==> src/rtl/mdio_phy_responder.sv <==
// Clause-22 MDIO PHY-side responder with a minimal BMCR/BMSR/ID/ANAR register file.
// Optional feature macro: MDIO_PREAMBLE_SUPPRESS_EN (preamble suppression after the first frame).
module mdio_phy_responder #(
  parameter logic [4:0]  PHY_ADDR = 5'd1,
  parameter logic [15:0] PHY_ID1  = 16'h0022,
  parameter logic [15:0] PHY_ID2  = 16'h1560
) (
  input  logic aclk,
  input  logic rst,
  input  logic mdc,
  input  logic mdio_i,
  output logic mdio_o,
  output logic mdio_t,
  input  logic link_up,
  output logic loopback,
  output logic speed_100,
  output logic an_enable,
  output logic full_duplex
);

`ifdef MDIO_PREAMBLE_SUPPRESS_EN
  localparam logic PRE_SUP = 1'b1;
`else
  localparam logic PRE_SUP = 1'b0;
`endif

  localparam logic [5:0] PRE_FULL = 6'd32;
  // BMCR writable bits packed as {loopback, speed_100, an_enable, full_duplex}
  localparam logic [3:0] CTL_RST  = 4'b0111;
  localparam logic [8:0] ANAR_RST = 9'h00F;

  typedef enum logic [2:0] {
    IDLE, ST1, OP, PHYAD, REGAD, TA, RD_DATA, WR_DATA
  } state_t;

  function automatic logic [5:0] sat_pre(input logic [5:0] c);
    return (c >= PRE_FULL) ? PRE_FULL : c + 6'd1;
  endfunction

  function automatic logic [15:0] reg_rd(input logic [4:0] a, input logic [3:0] ctl,
                                         input logic [8:0] anar, input logic lk);
    logic [15:0] v;
    v = '0;
    case (a)
      5'd0:    v = {1'b0, ctl[3:1], 3'b000, ctl[0], 8'h00};
      5'd1:    v = 16'h7809 | {9'd0, PRE_SUP, 3'd0, lk, 2'd0};
      5'd2:    v = PHY_ID1;
      5'd3:    v = PHY_ID2;
      5'd4:    v = {2'b00, anar, 5'b00001};
      default: v = '0;
    endcase
    return v;
  endfunction

  logic mdc_p0, mdc_p1, mdc_p2, mdio_p0, mdio_p1;
  logic rise, bit_in, match, st_ok;

  state_t      state_q, state_d;
  logic [5:0]  pre_q, pre_d;
  logic [2:0]  fld_q, fld_d;
  logic [3:0]  dat_q, dat_d;
  logic        op0_q, op0_d, op_rd_q, op_rd_d;
  logic [4:0]  phy_q, phy_d, reg_q, reg_d;
  logic [15:0] sh_q, sh_d;
  logic        mdio_o_d, mdio_t_d;
  logic [3:0]  ctl_q, ctl_d;
  logic [8:0]  anar_q, anar_d;
  logic        seen_q, seen_d;

  // Stage p0/p1: two-flop synchronizers; p2: previous mdc for edge detect
  always_ff @(posedge aclk) begin
    mdc_p0  <= mdc;
    mdc_p1  <= mdc_p0;
    mdc_p2  <= mdc_p1;
    mdio_p0 <= mdio_i;
    mdio_p1 <= mdio_p0;
  end

  assign rise   = mdc_p1 & ~mdc_p2;
  assign bit_in = mdio_p1;
  assign match  = (phy_q == PHY_ADDR);
  assign st_ok  = (pre_q == PRE_FULL) || (PRE_SUP && seen_q && (pre_q != 6'd0));

  always_comb begin
    state_d  = state_q;
    pre_d    = pre_q;
    fld_d    = fld_q;
    dat_d    = dat_q;
    op0_d    = op0_q;
    op_rd_d  = op_rd_q;
    phy_d    = phy_q;
    reg_d    = reg_q;
    sh_d     = sh_q;
    mdio_o_d = mdio_o;
    mdio_t_d = mdio_t;
    ctl_d    = ctl_q;
    anar_d   = anar_q;
    seen_d   = seen_q;
    if (rise) begin
      case (state_q)
        IDLE: begin
          if (bit_in) begin
            pre_d = sat_pre(pre_q);
          end else if (st_ok) begin
            state_d = ST1;
            pre_d   = '0;
          end else begin
            pre_d = '0;
          end
        end
        ST1: begin
          fld_d   = '0;
          state_d = bit_in ? OP : IDLE;
        end
        OP: begin
          if (fld_q == 3'd0) begin
            op0_d = bit_in;
            fld_d = 3'd1;
          end else if (op0_q != bit_in) begin
            op_rd_d = op0_q;
            fld_d   = '0;
            state_d = PHYAD;
          end else begin
            state_d = IDLE;
          end
        end
        PHYAD: begin
          phy_d = {phy_q[3:0], bit_in};
          fld_d = fld_q + 3'd1;
          if (fld_q == 3'd4) begin
            fld_d   = '0;
            state_d = REGAD;
          end
        end
        REGAD: begin
          reg_d = {reg_q[3:0], bit_in};
          fld_d = fld_q + 3'd1;
          if (fld_q == 3'd4) begin
            // snapshot read data now so later link_up changes do not tear the frame
            sh_d    = reg_rd({reg_q[3:0], bit_in}, ctl_q, anar_q, link_up);
            fld_d   = '0;
            state_d = TA;
          end
        end
        TA: begin
          if (fld_q == 3'd0) begin
            fld_d = 3'd1;
            if (op_rd_q && match) begin
              mdio_t_d = 1'b0;
              mdio_o_d = 1'b0;
            end
          end else begin
            dat_d   = '0;
            state_d = op_rd_q ? RD_DATA : WR_DATA;
            if (op_rd_q && match) begin
              mdio_o_d = sh_q[15];
              sh_d     = {sh_q[14:0], 1'b0};
            end
          end
        end
        RD_DATA: begin
          dat_d = dat_q + 4'd1;
          if (dat_q == 4'd15) begin
            mdio_t_d = 1'b1;
            mdio_o_d = 1'b0;
            pre_d    = '0;
            seen_d   = 1'b1;
            state_d  = IDLE;
          end else if (match) begin
            mdio_o_d = sh_q[15];
            sh_d     = {sh_q[14:0], 1'b0};
          end
        end
        WR_DATA: begin
          sh_d  = {sh_q[14:0], bit_in};
          dat_d = dat_q + 4'd1;
          if (dat_q == 4'd15) begin
            pre_d   = '0;
            seen_d  = 1'b1;
            state_d = IDLE;
            // sh_q[14:0] holds D15..D1 here, so data bit k sits at sh_q[k-1]
            if (match) begin
              case (reg_q)
                5'd0: ctl_d = sh_q[14] ? CTL_RST : {sh_q[13:11], sh_q[7]};
                5'd4: anar_d = sh_q[12:4];
                default: ;
              endcase
            end
          end
        end
        default: state_d = IDLE;
      endcase
    end
  end

  always_ff @(posedge aclk) begin
    op0_q <= op0_d;
    phy_q <= phy_d;
    reg_q <= reg_d;
    sh_q  <= sh_d;
    if (rst) begin
      state_q <= IDLE;
      pre_q   <= '0;
      fld_q   <= '0;
      dat_q   <= '0;
      op_rd_q <= 1'b0;
      mdio_o  <= 1'b0;
      mdio_t  <= 1'b1;
      ctl_q   <= CTL_RST;
      anar_q  <= ANAR_RST;
      seen_q  <= 1'b0;
    end else begin
      state_q <= state_d;
      pre_q   <= pre_d;
      fld_q   <= fld_d;
      dat_q   <= dat_d;
      op_rd_q <= op_rd_d;
      mdio_o  <= mdio_o_d;
      mdio_t  <= mdio_t_d;
      ctl_q   <= ctl_d;
      anar_q  <= anar_d;
      seen_q  <= seen_d;
    end
  end

  assign loopback    = ctl_q[3];
  assign speed_100   = ctl_q[2];
  assign an_enable   = ctl_q[1];
  assign full_duplex = ctl_q[0];

endmodule

==> config.mk <==
export PLATFORM = sky130hd
export DESIGN_NAME = mdio_phy_responder
export DESIGN_NICKNAME = d
export VERILOG_FILES = /design/src/rtl/mdio_phy_responder.sv
export SDC_FILE = /design/constraint.sdc
export NUM_CORES = 1
export LEC_CHECK = 0
export ABC_CLOCK_PERIOD_IN_PS = 3260
export CAP_MARGIN = 40
export CORE_UTILIZATION = 62
export DETAILED_ROUTE_END_ITERATION = 10
export DONT_BUFFER_PORTS = 1
export GPL_TIMING_DRIVEN = 0
export PLACE_DENSITY = 0.78
export SETUP_SLACK_MARGIN = 0.02
export SYNTH_ARGS = -nofsm -noshare
export SYNTH_HDL_FRONTEND = slang
export SYNTH_SLANG_ARGS = --single-unit
==> constraint.sdc <==
create_clock -name aclk -period 3.26 [get_ports aclk]
set_input_delay 0.326 -clock aclk [delete_from_list [all_inputs] [get_ports aclk]]
set_output_delay 0.326 -clock aclk [all_outputs]
set_load 0.05 [all_outputs]
# Yosys cells after proc, flatten, opt, wreduce, memory -nomap -nowiden
# Cells that the tools add are included.
# op_classes
n_addsub	3
n_lt_le_gt_ge	1
n_eq_ne	31
n_mux	39
bitwise_logic	3
n_reduce_logical	25
# ops
cell	count
$mux W16	5
$pmux W15 S5	1
$pmux W16 S4	1
$mux W3	11
$ne A2 B2 Y1 const B	11
$pmux W3 S7	1
$mux W6	3
$eq A3 B3 Y1 const B	5
$reduce_and A5 Y1	3
$pmux W3 S4	1
$pmux W6 S2	1
$reduce_and A4 Y1	3
$eq A5 B1 Y1 const B	2
$eq A5 B2 Y1 const B	2
$eq A5 B3 Y1 const B	2
$logic_not A5 Y1	2
$reduce_and A3 Y1	3
$mux W1	8
$mux W4	2
$pmux W4 S2	1
$reduce_and A8 Y1	1
$reduce_bool A4 Y1	2
$reduce_and A7 Y1	1
$add A6 B1 Y6 const B	1
19 further kinds	29
# totals
register_bits	64
in_bits	5
wordCells	120

# Longest topological paths before layout
# Gate-level depths: netlist (run 1).
# depth
depth_word	5
ltp_mapped	8

# Worst setup path after synthesis (run 1)
# Ideal clock, no wire load.
# synth_path
path_kind	reg2reg
startpoint	reg fld_q[0]
endpoint	reg sh_q[0], enable pin
setup_time_ns	0.414
t_arrival_ns	2.342
required_time_ns	2.846
setup_slack_ns	0.504
path_stages_with_launch	6
n_path_buf	0
cell_sequence	dfxtp_1 -> inv_1 -> ha_1 -> nand2b_1 -> a311o_1 -> a211oi_1
# synth_between
elab_chain_len	3
# synth_lines
element	line	source
start, declared	60	logic [2:0] fld_q, fld_d;
start signal, assigned	215	fld_q <= fld_d;
$eq A3 B3 Y1 / $logic_not A3 Y1 (equally long branches)	138, 146	
$ne A2 B2 Y1 (no source line)	-	
$reduce_and A7 Y1 (no source line) *	-	
end signal, assigned	200	sh_q <= sh_d;
end, declared	64	logic [15:0] sh_q, sh_d;
# Every way passes the cells marked *; elsewhere a longest branch is shown, timed or not.
# A chain may end at the register's enable or synchronous reset.

# Worst setup path in the final report (run 1)
# layout_path
startpoint	reg state_q[0]
endpoint	reg sh_q[8] (data pin)
# layout_between
elab_chain_len	2
# layout_lines
element	line	source
start, declared	58	state_t state_q, state_d;
start signal, assigned	213	state_q <= state_d;
$eq A3 B3 Y1	100	case (state_q)
$pmux W16 S4 *	100	
# Marks and branches as above.

==> impl_metrics.tcl, run 1 <==
set metrics [dict create \
    seqCellArea_mm2 0.00155 \
    grt_use_total 0.291 \
    synth-main-ff-cell "dfxtp_1" \
    seq_area_frac_synth 0.520 \
    path_delay_family "compound AO/OA/AOI/OAI gates" \
    leakagePower_nw 1.19 \
    coreArea_mm2 0.00447 \
    setup_tns_ns 0 \
    fp.dieW_um 71.4 \
    hp-class "primary input to register" \
    synthTopCellsByCount "nor2_1 (39), dfxtp_1 (37), nand2_1 (34)" \
    ir_worst_vdd_mv 0.385 \
    critPathLaunchType "register" \
    drive_above_1_share 0.0888 \
    wirelength_mm 6.91 \
    hold_buffers 2 \
    power_density_mw_per_mm2 518 \
    synth_top_family_by_area "simple AND/OR/NAND/NOR gates" \
    hpwl_mm 4.62 \
    cts_buffer_depth 2 \
    critPathMaxStageDelay_ns 0.74 \
    drt_pass1_iterations 8 \
    timing.fmax_mhz 398 \
    io_buffers 0 \
    maxCapViolations 0 \
    nNetsFinal 343 \
    routedWlPerCell_um 17.7 \
    start_util 0.667 \
    worstSkewPairLatency_ns 0.35 \
    fin_crit_sh 0.770 \
    grt_pass1_wl_mm 11.0 \
    netlist_instances 319 \
    cts_setup_buffers 0 \
    area_growth_pct 11.6 \
    muxShareOfSynthArea 0.0239 \
    cts_root_buf "clkbuf_8" \
    post_cts_resized 0 \
    r2r_start "state_q[0]" \
    reg2reg_slack_ns 0.75 \
    synth-simple-area-share 0.232 \
    synth.distinct_cells 50 \
    cts_made_buffers 9 \
    num_vias 2537 \
    critPathKind "register to register" \
    hold_slack_ns 0.202 \
    num_antenna_cells 0 \
    avgSynthCellArea_um2 9.35 \
    synth_area_mm2 0.00298 \
    crit_arrival_ns 2.63 \
    required_ns 3.38 \
    clkTransAtPathRegs_ns 0.08 \
    timing.hold.worst.start "rst" \
    place_inst 372 \
    cp-end-kind "register" \
    rsz0062_at_grt "false" \
    skew_ns 0.00711 \
    crit_buf_inv 2 \
    setup_ws_ns 0.750 \
    synth_nets 329 \
    yosys_warnings 0 \
    fill_cells 323 \
    synth_fa_ha_area_frac 0.0210 \
    antenna_found_initial 0 \
    pre_cts_slack_ns 0.973 \
    synth_top_area_share 0.272 \
    synth-seq-cells 64 \
    startpoint "state_q[0]" \
    ant_nets 0 \
    crit_chain "buf_2 > buf_2 > o21ai_0 > nand3_1 > o21ai_0" \
    num_io_pins 11 \
    worst_path_max_delay_cell "o21ai_0" \
    rows 24 \
    grt_max_degree 14 \
    synth_edf_count 27 \
    dieArea_mm2 0.00509 \
    fin_cells 390 \
    grt-ovfl-total 0 \
    outcome "finished, violations left" \
    vias_per_cell 6.51 \
    cts_tree "done" \
    gp_congestion 0.925 \
    worst_slew_pin_slew_ns 0.916 \
    multi_input_area_mm2 0.00133 \
    min_period_ns 2.51 \
    grt_pass1_vias 2167 \
    synth_largest_area_cell "edfxtp_1" \
    synth_xor_area_frac 0.00294 \
    fin_util 0.744 \
    final-setup-viol-count 0 \
    htree_levels 3 \
    drc 1 \
    slew_viol_final 0 \
    slew_headroom 0.383 \
    synth_compound_area_frac 0.165 \
    cts.sinks 64 \
    finalHoldViolations 0 \
    initialDrtViolationCount 326 \
    cp_max_fo 10 \
    failed_checks "DRC" \
    yosysMostFrequentCell "nor2_1" \
    die_y_um 71.4 \
    async_flop_share 0 \
    synth_area_leaders "edfxtp_1 (27%), dfxtp_1 (25%), nor2_1 (4.9%)" \
]
-- cell type report --
type | count | share of cell area
buffer | 16 | 0.0195
clock buffer | 9 | 0.0372
clock inverter | 7 | 0.0376
inverter | 11 | 0.0124
multi-input combinational | 228 | 0.400
sequential | 64 | 0.466
tap | 52 | 0.0195
timing repair buffer | 3 | 0.00826
-- worst register-to-register path, delay by kind of cell (launching register included) --
kind	cells	cell delay, ns
AOI/OAI and AO/OA	2	1.22
buffers and inverters	2	0.35
DFF	1	0.30
and+or+nand+nor	1	0.41
-- routing by layer --
metal | part of all wire | wire length [µm] | global-route usage | vias up
li1 | - | - | - | 1190
met1 | 0.45 | 3080 | 0.423 | 1176
met2 | 0.44 | 3020 | 0.399 | 149
met3 | 0.092 | 636 | 0.0999 | 22
met4 | 0.024 | 168 | 0.116 | 0
met5 | 0 | 0 | 0 | -
-- final timing paths --
| path | end | depth (start not counted) |
|---|---|---|
| max reg2reg | sh_q[8] | 5 |
| max | sh_q[8] | 5 |
| min | state_q[1] | 2 |
| min reg2reg | bit_in | 0 |
-- cell families after synthesis --
group | after synthesis
compound gates | 77
xor+xnor | 1
fa+ha+maj | 5
buf+inv | 27
flops | 64
mux | 7
simple gates | 138
-- sequential cells by signal, summed over array words and instances, names as in the netlist, 3 cells and up --
| name | count |
|---|---|
| reg_q | 5 |
| sh_q | 16 |
| state_q | 3 |
| anar_q | 9 |
| ctl_q | 4 |
| pre_q | 6 |
| fld_q | 3 |
| dat_q | 4 |
| phy_q | 5 |
-- stage by stage --
step	area, µm²	total power (W)
2_1_floorplan	2980	0.000876
3_3_place_gp	3050	0.000887
3_5_place_dp	3060	0.000887
4_1_cts	3330	0.00173
5_1_grt	3330	0.00178
6_report	3330	0.00172
-- cells in the final DEF, fill, tap and decap left out, drive strengths merged, types with 8 or more instances in the layout --
master,Yosys,routed
nand3,11,11
nand2,34,34
clkbuf,12,21
inv,11,14
nor3,10,10
o21ai,19,19
dfxtp,37,37
a21oi,25,25
nor2,39,39
edfxtp,27,27
nand2b,8,8
-- power by group --
part	leakage [nW]	internal, W	switching [W]
Combinational	0.515	0.00000979	0.0000264
Sequential	0.545	0.000832	0.00000348
Clock	0.125	0.000517	0.000336
Power figures use the tool's default switching activity.
==> run 2, diff against run 1 <==
--- a/config.mk
+++ b/config.mk
@@ -5,7 +5,7 @@
 export SDC_FILE = /design/constraint.sdc
 export NUM_CORES = 1
 export LEC_CHECK = 0
-export ABC_CLOCK_PERIOD_IN_PS = 3260
+export ABC_CLOCK_PERIOD_IN_PS = 2600
 export CAP_MARGIN = 40
 export CORE_UTILIZATION = 62
 export DETAILED_ROUTE_END_ITERATION = 10
==> constraint.sdc (replaced) <==
create_clock -name aclk -period 2.6 [get_ports aclk]
set_input_delay 0.26 -clock aclk [delete_from_list [all_inputs] [get_ports aclk]]
set_output_delay 0.26 -clock aclk [all_outputs]
set_load 0.05 [all_outputs]
==> run 2 against run 1 <==
Effect of this change:
- the flow now finishes without violations
- critical path depth stayed put
- routed wire length is 0.95% higher
- die area stayed put
- first-iteration DRC count is 8.3% lower
- utilization is 0.48 points lower
- total power is 20% higher
- flip-flop and latch count stayed put
- worst setup slack worse by 0.58 ns
- worst hold slack worse by 0.034 ns
- via count is 0.28% lower
==> impl_metrics.tcl, run 2 (synthesis gave the netlist of run 1 again) <==
set metrics [dict create \
    post_cts_resized 0 \
    worst_slew_pin_slew_ns 0.893 \
    critPathKind "register to register" \
    cts_buffer_depth 2 \
    worstHoldEndpoint "state_q[1]" \
    ant_nets 0 \
    fin_crit_sh 0.934 \
    drt_pass1_iterations 5 \
    io_buffers 0 \
    num_vias 2530 \
    min_period_ns 2.43 \
    rows 24 \
    final-setup-viol-count 0 \
    critPathLaunchType "register" \
    area_growth_pct 10.9 \
    start_util 0.667 \
    timing.fmax_mhz 412 \
    wirelength_mm 6.98 \
    num_io_pins 11 \
    leakagePower_nw 1.18 \
    final_area_mm2 0.00331 \
    drive_above_1_share 0.0888 \
    timing.hold.worst.start "rst" \
    grt_pass1_vias 2250 \
    outcome "completed" \
    cts_tree "done" \
    cp-end-kind "register" \
    coreArea_mm2 0.00447 \
    startpoint "state_q[0]" \
    grt_use_total 0.296 \
    total_power_w 0.00206 \
    cts_made_buffers 9 \
    clkTransAtPathRegs_ns 0.08 \
    hold_buffers 2 \
    num_antenna_cells 0 \
    grt_pass1_wl_mm 11.3 \
    r2r_end "sh_q[8]" \
    cp_max_fo 10 \
    drc 0 \
    ir_worst_vdd_mv 0.487 \
    maxCapViolations 0 \
    antenna_found_initial 0 \
    worstSkewPairLatency_ns 0.35 \
    rsz0062_at_grt "false" \
    required_ns 2.72 \
    reg2reg_slack_ns 0.17 \
    reg_top3 "sh_q: 16 flops, anar_q: 9 flops, pre_q: 6 flops" \
    setup_tns_ns 0 \
    hold_path_depth 2 \
    cts.sinks 64 \
    slew_headroom 0.398 \
    dieArea_mm2 0.00509 \
    layout_commonest_cell "nor2_1" \
    gp_congestion 0.909 \
    layout_common_cells "nor2_1 (39), dfxtp_1 (37), nand2_1 (34)" \
    cts_setup_buffers 0 \
    hp-class "primary input to register" \
    power_density_mw_per_mm2 623 \
    finalHoldViolations 0 \
    crit_arrival_ns 2.55 \
    die_y_um 71.4 \
    initialDrtViolationCount 299 \
    grt_max_degree 14 \
    vias_per_cell 6.49 \
    largest_register_ffs 16 \
    fp.dieW_um 71.4 \
    cts_root_buf "clkbuf_8" \
    skew_ns 0.00986 \
    nNetsFinal 343 \
    slew_viol_final 0 \
    grt-ovfl-total 0 \
    placed_area_mm2 0.00306 \
    hpwl_mm 4.70 \
    r2r_start "state_q[0]" \
    htree_levels 3 \
    routedWlPerCell_um 17.9 \
    r2r_cells 5 \
    regMostFlops "sh_q" \
]
## run 2: changes by cell type in the layout (fill, tap and decap cells not counted)
cell	delta
bufinv_16	-1
clkinv_4	+2
inv_6	-1
## run 2: power breakdown
part	switching (W)	total [W]	internal [W]
sequential	0.00000448	0.00105	0.00104
combinational	0.0000342	0.0000466	0.0000123
clock	0.000416	0.000967	0.000551
## run 2: metrics by stage
stage / setup WS (ns) / utilization / instances / hold WS (ns)
after floorplan: 0.389 / - / 319 / 0.288
after global placement: -0.0852 / 0.683 / 371 / 0.288
after detailed placement: 0.309 / 0.684 / 372 / 0.288
after CTS: 0.218 / 0.740 / 390 / 0.161
after global routing: 0.0921 / 0.740 / 390 / 0.171
final: 0.171 / 0.740 / 390 / 0.168
## run 2: how the worst max path moves through the flow
stage                   end  cells after the start
floorplan           sh_q[0]                      5
global placement    sh_q[0]                      5
detailed placement  sh_q[0]                      4
CTS                 sh_q[8]                      5
global route        sh_q[8]                      5
finish              sh_q[8]                      5
## run 2: routing by layer
layer,GRT usage,vias to the layer above,part of all wire
li1,-,1197,-
met1,0.433,1203,0.46
met2,0.429,112,0.45
met3,0.0492,18,0.069
met4,0.144,0,0.024
met5,0,-,0
## run 2: area by class of cell
| type | instances | area, µm² |
|---|---|---|
| Tap cell | 52 | 65.1 |
| Timing Repair Buffer | 3 | 27.5 |
| Clock inverter | 7 | 104 |
| Inverter | 11 | 41.3 |
| Clock buffer | 9 | 124 |
| Multi-Input combinational cell | 228 | 1330 |
| Buffer | 16 | 65.1 |
| Sequential cell | 64 | 1550 |
| Fill cell | 323 | 1160 |
## run 2: critical path: stages (launching register included)
cell     delay, ns
dfxtp_1       0.30
buf_2         0.15
buf_2         0.18
o21ai_0       0.73
nand3_1       0.40
o21ai_0       0.45
==> run 3, diff against run 2 <==
--- a/config.mk
+++ b/config.mk
@@ -7,11 +7,11 @@
 export LEC_CHECK = 0
 export ABC_CLOCK_PERIOD_IN_PS = 2600
 export CAP_MARGIN = 40
-export CORE_UTILIZATION = 62
+export CORE_MARGIN = 10
+export CORE_UTILIZATION = 50
 export DETAILED_ROUTE_END_ITERATION = 10
 export DONT_BUFFER_PORTS = 1
 export GPL_TIMING_DRIVEN = 0
-export PLACE_DENSITY = 0.78
 export SETUP_SLACK_MARGIN = 0.02
 export SYNTH_ARGS = -nofsm -noshare
 export SYNTH_HDL_FRONTEND = slang
==> run 3 against run 2 <==
Effect of this change:
- clock skew decreased by 0.0035 ns
- worst hold slack improved by 0.011 ns
- worst setup slack improved by 0.21 ns
- fmax increased by 9.3%
- routed wire length increased by 0.11%
- final area increased by 0.91%
- critical path depth unchanged
- flip-flop and latch count unchanged
- non-clock buffer count increased by 2
- critical path type unchanged
- critical endpoint is now anar_q[8]
- largest cell class unchanged
- largest power group unchanged
- highest routed layer unchanged
==> impl_metrics.tcl, run 3 (synthesis gave the netlist of run 1 again) <==
set metrics [dict create \
    outcome "completed" \
    gp_congestion 0.830 \
    fill_cells 522 \
    grt_pass1_vias 2196 \
    drive_above_1_share 0.0912 \
    hpwl_mm 4.86 \
    antenna_found_initial 0 \
    cts_made_buffers 9 \
    grt_max_degree 13 \
    fp.dieW_um 97.3 \
    routedWlPerCell_um 16.8 \
    worstSkewPairLatency_ns 0.34 \
    grt_pass1_wl_mm 11.5 \
    cp_max_fo 10 \
    placed_area_mm2 0.00311 \
    hold_path_depth 2 \
    layout_common_cells "nor2_1 (39), dfxtp_1 (37), nand2_1 (34)" \
    ir_worst_vdd_mv 0.397 \
    final_area_mm2 0.00334 \
    final-setup-viol-count 0 \
    rsz0062_at_grt "false" \
    cts_root_buf "clkbuf_8" \
    vias_per_cell 5.93 \
    dieArea_mm2 0.00946 \
    post_cts_resized 0 \
    coreArea_mm2 0.00585 \
    io_buffers 0 \
    slew_headroom 0.564 \
    r2r_cells 5 \
    grt_use_total 0.148 \
    rows 28 \
    die_y_um 97.3 \
    maxCapViolations 0 \
    layout_commonest_cell "nor2_1" \
    min_period_ns 2.22 \
    drt_pass1_iterations 5 \
    skew_ns 0.00635 \
    num_vias 2460 \
    required_ns 2.81 \
    drc 0 \
    start_util 0.510 \
    worst_slew_pin_slew_ns 0.654 \
    cts_buffer_depth 2 \
    num_antenna_cells 0 \
    grt-ovfl-total 0 \
    largest_register_ffs 16 \
    htree_levels 3 \
    wirelength_mm 6.99 \
    clkTransAtPathRegs_ns 0.07 \
    ant_nets 0 \
    seqCellArea_mm2 0.00155 \
    timing.fmax_mhz 450 \
    area_growth_pct 11.9 \
    reg_top3 "sh_q: 16 flops, anar_q: 9 flops, pre_q: 6 flops" \
    num_io_pins 11 \
    regMostFlops "sh_q" \
    slew_viol_final 0 \
    hp-class "primary input to register" \
    critPathKind "register to register" \
    cp-end-kind "register" \
    fin_crit_sh 0.855 \
    nNetsFinal 345 \
    cts.sinks 64 \
    fin_util 0.571 \
    finalHoldViolations 0 \
    leakagePower_nw 1.17 \
    initialDrtViolationCount 251 \
    power_density_mw_per_mm2 603 \
    critPathLaunchType "register" \
    multi_input_area_mm2 0.00133 \
    crit_arrival_ns 2.43 \
    cts_tree "done" \
]
[run 3: worst paths after layout]
kind / start / end / slack (ns)
worst max-delay path: phy_q[1] / anar_q[8] / 0.38
worst min-delay path: rst / state_q[1] / 0.18
worst max register to register: phy_q[1] / anar_q[8] / 0.38
worst min register to register: mdc_p0 / mdc_p1 / 0.33
[run 3: worst max-delay path: stages, from the launching register on]
cell and delay (ns):
edfxtp_1 0.42, nor4_2 0.60, nand4_1 0.44, clkbuf_1 0.36, mux2i_1 0.22, nor2_1 0.05
[run 3: layout make-up]
| cell class | instances | area share |
|---|---|---|
| sequential | 64 | 0.465 |
| multi-input combinational | 228 | 0.399 |
| clock buffer | 10 | 0.0382 |
| tap | 75 | 0.0281 |
| clock inverter | 6 | 0.0255 |
| buffer | 16 | 0.0195 |
| timing repair buffer | 5 | 0.0131 |
| inverter | 11 | 0.0124 |
[run 3: metal layers]
layer,global-route usage,wire length (µm)
met5,0,0
met4,0.0682,145
met2,0.197,2820
met1,0.218,3560
met3,0.0299,461
[run 3: power breakdown]
part / leakage (nW) / switching [W] / internal, W
clock network: 0.102 / 0.000384 / 0.000536
registers: 0.545 / 0.00000454 / 0.00104
logic: 0.524 / 0.0000340 / 0.0000123
total: 1.17 / 0.000422 / 0.00159
[run 3: repair_timing]
item                                   CTS  global route
endpoints found under the hold margin    2             0
setup buffers                            0             0
hold buffers                             2             0
[run 3: per-stage QoR]
step / cells / hold slack, ns / power, W / TNS [ns] / setup WS, ns
3_3_place_gp: 394 / 0.288 / 0.00111 / -2.62 / -0.165
3_5_place_dp: 397 / 0.288 / 0.00111 / 0 / 0.419
4_1_cts: 415 / 0.146 / 0.00203 / 0 / 0.392
2_1_floorplan: 319 / 0.288 / 0.00110 / 0 / 0.389
5_1_grt: 415 / 0.167 / 0.00208 / 0 / 0.239
6_report: 415 / 0.179 / 0.00201 / 0 / 0.378
